$ cat config.mk
export PLATFORM = sky130hd
export DESIGN_NAME = bf_sdf_stage
export DESIGN_NICKNAME = d
export VERILOG_FILES = /design/src/rtl/bf_sdf_stage.sv
export SDC_FILE = /design/constraint.sdc
export NUM_CORES = 2
export LEC_CHECK = 0
export CAP_MARGIN = 10
export CORE_AREA = 2 2 492 494
export CTS_CLUSTER_DIAMETER = 40
export DETAILED_ROUTE_END_ITERATION = 10
export DIE_AREA = 0 0 494 496
export PLACE_DENSITY_LB_ADDON = 0.25
export SYNTH_ARGS = -nofsm -noshare
export SYNTH_HDL_FRONTEND = slang
export SYNTH_SLANG_ARGS = --single-unit
$ cat constraint.sdc
create_clock -name clk -period 7.85 [get_ports clk]
set_input_delay 1.9625 -clock clk [delete_from_list [all_inputs] [get_ports clk]]
set_output_delay 1.9625 -clock clk [all_outputs]
set_load 0.1 [all_outputs]
$ cat src/rtl/bf_sdf_stage.sv
// Radix-2 single-path delay-feedback butterfly stage, 16 lanes per block.
// Ports: clk, rstn (async, active-low); din_valid/din_ready + din_real/imag
//   input blocks; sr_write/sr_read + sr_din_*/sr_dout_* external delay line;
//   dout_valid/dout_half + dout_real/imag output blocks; err sticky flag.
// Optional macro BF_SDF_SCALE_EN: halve (floor) sums and diffs.
module bf_sdf_stage #(
    parameter int WIDTH        = 9,
    parameter int DELAY_LENGTH = 16
) (
    input  logic                    clk,
    input  logic                    rstn,
    input  logic                    din_valid,
    output logic                    din_ready,
    input  logic signed [WIDTH-1:0] din_real     [0:15],
    input  logic signed [WIDTH-1:0] din_imag     [0:15],
    output logic                    sr_write,
    output logic                    sr_read,
    output logic signed [WIDTH:0]   sr_din_real  [0:15],
    output logic signed [WIDTH:0]   sr_din_imag  [0:15],
    input  logic signed [WIDTH:0]   sr_dout_real [0:15],
    input  logic signed [WIDTH:0]   sr_dout_imag [0:15],
    output logic                    dout_valid,
    output logic                    dout_half,
    output logic signed [WIDTH:0]   dout_real    [0:15],
    output logic signed [WIDTH:0]   dout_imag    [0:15],
    output logic                    err
);

    localparam int CW = (DELAY_LENGTH > 1) ? $clog2(DELAY_LENGTH) : 1;
    localparam logic [CW-1:0] LAST = CW'(DELAY_LENGTH - 1);

    typedef enum logic [1:0] {
        FILL,
        BFLY,
        FLUSH,
        DRAIN
    } state_t;

    state_t          state;
    state_t          state_nx;
    logic [CW-1:0]   blk_cnt;
    logic [CW-1:0]   cnt_nx;
    logic            accept;
    logic            err_set;
    logic            bfly_v;
    logic            drain_v;

    logic signed [WIDTH:0] b_re   [0:15];
    logic signed [WIDTH:0] b_im   [0:15];
    logic signed [WIDTH:0] sum_re [0:15];
    logic signed [WIDTH:0] sum_im [0:15];
    logic signed [WIDTH:0] dif_re [0:15];
    logic signed [WIDTH:0] dif_im [0:15];

    assign accept = din_valid & din_ready;

    // A missing block inside the butterfly half breaks the pairing with
    // the stored first half; only flagged once the half has started.
    assign err_set = (state == BFLY) && !din_valid && (blk_cnt != '0);

    always_comb begin
        state_nx  = state;
        cnt_nx    = blk_cnt;
        din_ready = 1'b0;
        sr_read   = 1'b0;
        unique case (state)
            FILL: begin
                din_ready = 1'b1;
                if (accept) begin
                    if (blk_cnt == LAST) begin
                        state_nx = BFLY;
                        cnt_nx   = '0;
                    end else begin
                        cnt_nx = blk_cnt + CW'(1);
                    end
                end
            end
            BFLY: begin
                din_ready = 1'b1;
                sr_read   = accept;
                if (accept) begin
                    if (blk_cnt == LAST) begin
                        state_nx = FLUSH;
                        cnt_nx   = '0;
                    end else begin
                        cnt_nx = blk_cnt + CW'(1);
                    end
                end
            end
            FLUSH: begin
                state_nx = DRAIN;
                cnt_nx   = '0;
            end
            DRAIN: begin
                sr_read = 1'b1;
                if (blk_cnt == LAST) begin
                    state_nx = FILL;
                    cnt_nx   = '0;
                end else begin
                    cnt_nx = blk_cnt + CW'(1);
                end
            end
            default: begin
                state_nx = FILL;
                cnt_nx   = '0;
            end
        endcase
    end

    // Scaling is applied once, when sum/diff are formed; the diff is
    // written back already scaled, so drained values pass through as-is.
    always_comb begin
        for (int i = 0; i < 16; i++) begin
            sum_re[i] = sr_dout_real[i] + b_re[i];
            sum_im[i] = sr_dout_imag[i] + b_im[i];
            dif_re[i] = sr_dout_real[i] - b_re[i];
            dif_im[i] = sr_dout_imag[i] - b_im[i];
`ifdef BF_SDF_SCALE_EN
            sum_re[i] = sum_re[i] >>> 1;
            sum_im[i] = sum_im[i] >>> 1;
            dif_re[i] = dif_re[i] >>> 1;
            dif_im[i] = dif_im[i] >>> 1;
`endif
        end
    end

    // Fill writes and diff write-backs never overlap: bfly_v is only
    // high in BFLY/FLUSH.
    always_comb begin
        sr_write = ((state == FILL) && din_valid) || bfly_v;
        for (int i = 0; i < 16; i++) begin
            sr_din_real[i] = '0;
            sr_din_imag[i] = '0;
            if (bfly_v) begin
                sr_din_real[i] = dif_re[i];
                sr_din_imag[i] = dif_im[i];
            end else if ((state == FILL) && din_valid) begin
                sr_din_real[i] = {din_real[i][WIDTH-1], din_real[i]};
                sr_din_imag[i] = {din_imag[i][WIDTH-1], din_imag[i]};
            end
        end
    end

    always_ff @(posedge clk or negedge rstn) begin
        if (!rstn) begin
            state      <= FILL;
            blk_cnt    <= '0;
            err        <= 1'b0;
            bfly_v     <= 1'b0;
            drain_v    <= 1'b0;
            dout_valid <= 1'b0;
            dout_half  <= 1'b0;
            for (int i = 0; i < 16; i++) begin
                b_re[i]      <= '0;
                b_im[i]      <= '0;
                dout_real[i] <= '0;
                dout_imag[i] <= '0;
            end
        end else begin
            state   <= state_nx;
            blk_cnt <= cnt_nx;
            err     <= err | err_set;
            bfly_v  <= (state == BFLY) && accept;
            drain_v <= (state == DRAIN);
            if ((state == BFLY) && accept) begin
                for (int i = 0; i < 16; i++) begin
                    b_re[i] <= {din_real[i][WIDTH-1], din_real[i]};
                    b_im[i] <= {din_imag[i][WIDTH-1], din_imag[i]};
                end
            end
            dout_valid <= bfly_v | drain_v;
            dout_half  <= drain_v & ~bfly_v;
            for (int i = 0; i < 16; i++) begin
                if (bfly_v) begin
                    dout_real[i] <= sum_re[i];
                    dout_imag[i] <= sum_im[i];
                end else if (drain_v) begin
                    dout_real[i] <= sr_dout_real[i];
                    dout_imag[i] <= sr_dout_imag[i];
                end else begin
                    dout_real[i] <= '0;
                    dout_imag[i] <= '0;
                end
            end
        end
    end

endmodule
==> results.py <==
metrics = {
    "outcome": {
        "status": "finished clean",
    },
    "critical_path": {
        "r2r.worst_path.cells": 7,
        "reg2reg_from": "bfly_v$_DFF_PN0_",
        "crit_fanout": 3,
        "reg2reg_slack_ns": 4.07,
        "cp-start-kind": "input pin",
        "arrival_ns": 5.18,
        "r2r_end": "dout_imag[159]$_DFF_PN0_",
        "required_ns": 5.89,
        "crit_type": "in -> out",
        "cp-end-kind": "output pin",
    },
    "detailed_routing": {
        "firstDrtPassIters": 6,
        "drt_iter0_markers": 3528,
        "drc": 0,
        "wl_um": 264000,
        "wire_per_inst_um": 24.5,
        "vias_per_cell": 4.77,
        "drtAntennaViolNets": 0,
        "route.vias.total": 51500,
    },
    "clocking": {
        "cts_setup_buffers": 0,
        "cts_sinks": 619,
        "cts_hold_buf": 0,
        "post_cts_resized": 0,
        "cts_buffers": 171,
        "clk_pin_slew_ns": 0.04,
        "clk_latency_ns": 0.79,
        "htree_levels": 4,
        "max-clock-path-buffers": 3,
        "cts-root-buf": "clkbuf_16",
        "cts_tree": "yes",
    },
    "synth": {
        "syn-num-nets": 7527,
        "synth_commonest_cells": "nand2_1 (743), o21ai_0 (694), dfrtp_1 (619), ha_1 (582), inv_1 (491)",
        "ys_top_cells_by_area": "dfrtp_1 (30%), ha_1 (14%), o21ai_0 (6.7%), nand2_1 (5.3%), xnor2_1 (5.3%)",
        "synth_flop_cell": "dfrtp_1",
        "synth_top_area_share": 0.297,
        "synthCells": 6270,
        "yosys.cell_types.count": 56,
        "synth-edff-count": 0,
        "synth_compound_area_frac": 0.236,
        "synth_top_family_by_area": "compound AO/OA/AOI/OAI gates",
        "yosys.area_share.adder": 0.164,
        "synthMuxAreaShare": 0.00731,
        "avgSynthCellArea_um2": 8.33,
        "synth_top_area_cell": "dfrtp_1",
        "yosysSeqAreaShare": 0.297,
        "ys_ff_latch": 619,
        "synth_area_mm2": 0.0522,
        "synthArstFlopShare": 1.00,
        "synthSimpleGateAreaFrac": 0.166,
        "ys_warn_count": 0,
        "synth_xor_area_frac": 0.0638,
        "synth_most_common_cell": "nand2_1",
    },
    "global_route": {
        "grt_pass1_wl_um": 373000,
        "grt_antenna_before_repair": 99,
        "grt_max_degree": 141,
        "gr-total-overflow": 0,
        "grt_pass1_vias": 51600,
        "gr-usage-all-layers": 0.207,
    },
    "hold_path": {
        "hp-class": "reg -> reg",
        "hold_end": "err$_DFF_PN0_",
        "min_path_cells": 1,
        "min_from": "err$_DFF_PN0_",
    },
    "cells_and_area": {
        "register_area_mm2": 0.0155,
        "final_core_util": 0.307,
        "syn_to_final_growth_pct": 41.1,
        "drive_above_1_share": 0.116,
        "final_cells": 10800,
        "nFillCells": 25300,
        "multiInputGateArea_mm2": 0.0333,
        "fin_nets": 8674,
    },
    "timing": {
        "drv_slew": 0,
        "period_needed_ns": 7.14,
        "setup_viol": 0,
        "finalSetupTns_ns": 0,
        "rsz0062_at_grt": "false",
        "slew_headroom": 0.184,
        "timing.final.crit_share": 0.909,
        "finalHoldViolCount": 0,
        "skew_ns": 0.0569,
        "tightest_slew_ns": 1.22,
        "timing.fmax_ghz": 0.140,
    },
    "floorplanning": {
        "die-area_mm2": 0.245,
        "core_mm2": 0.240,
        "ios": 1257,
        "die_w_um": 494,
        "rows": 180,
        "start_util": 0.218,
        "die_h_um": 496,
    },
    "placed_design": {
        "dp_cells": 10400,
        "port_buffers": 1256,
        "dpl.hpwl_um": 208000,
        "gp_congestion": 0.932,
    },
    "flow_run": {
        "maxCapViolations": 0,
    },
}
[worst max path at each step]
stage                     slack [ns]          endpoint               from
after floorplan                 0.55   sr_din_imag[46]   sr_dout_imag[40]
after global placement          0.63  sr_din_imag[118]  sr_dout_imag[111]
after detailed placement        0.68  sr_din_imag[118]  sr_dout_imag[111]
after CTS                       0.66  sr_din_imag[108]  sr_dout_imag[100]
after global routing            0.52  sr_din_imag[108]  sr_dout_imag[100]
final                           0.71  sr_din_real[118]  sr_dout_real[110]
[layout by cell type, fill, tap and decap left out, types with 135 or more instances in the layout]
cell type	count
clkdlybuf4s50_1	929
inv_1	491
xnor2_1	316
nand2b_1	220
a21o_1	163
clkbuf_16	174
buf_4	343
dfrtp_1	617
nor2_1	302
a21oi_1	286
ha_1	582
nand2_1	742
o21ai_0	694
o21ai_1	135
[critical path: stages]
cell	delay [ns]
clkdlybuf4s50_1	0.52
inv_1	0.06
ha_1	0.23
fa_1	0.39
nand2b_1	0.20
a21oi_1	0.28
nor4_1	0.07
or3_1	0.38
xor2_1	0.15
o21ai_1	0.52
buf_4	0.41
[kinds of logic after synthesis]
family          after synthesis
mux                          34
buf+inv                     856
flops                       619
xor+xnor                    380
compound gates             1922
fa+ha+maj                   646
simple gates               1813
[registers in the layout, summed over array words and instances, names as in the netlist]
| signal | count |
|---|---|
| b_re | 144 |
| dout_real | 160 |
| dout_imag | 160 |
| err | 1 |
| dout_half | 1 |
| blk_cnt | 4 |
| b_im | 144 |
| dout_valid | 1 |
| state | 2 |
| drain_v | 1 |
| bfly_v | 1 |
[area by class of cell]
cell class | instances | share of cell area
Timing Repair Buffer | 1305 | 0.170
Clock buffer | 210 | 0.0631
Antenna cell | 36 | 0.00122
Multi-Input combinational cell | 4795 | 0.452
Sequential cell | 619 | 0.210
Tap cell | 3185 | 0.0541
Inverter | 525 | 0.0270
Clock inverter | 111 | 0.0224
[per-layer routing]
metal | global-route usage | vias to the layer above | wire (um)
met4 | 0.0932 | 68 | 12200
met3 | 0.0678 | 428 | 22000
met5 | 0 | - | 454
met2 | 0.335 | 1879 | 121000
li1 | - | 24000 | -
met1 | 0.249 | 25100 | 108000
[through the flow]
step | setup slack [ns] | area (um^2) | hold slack (ns)
2_1_floorplan | 0.548 | 52200 | 0.497
3_3_place_gp | 0.634 | 67300 | 0.457
3_5_place_dp | 0.675 | 67300 | 0.468
4_1_cts | 0.659 | 73600 | 0.477
5_1_grt | 0.525 | 73600 | 0.503
6_report | 0.712 | 73700 | 0.480
Power is not shown: default switching activity piles up to over one toggle a cycle in this logic, so the estimate is an artifact.
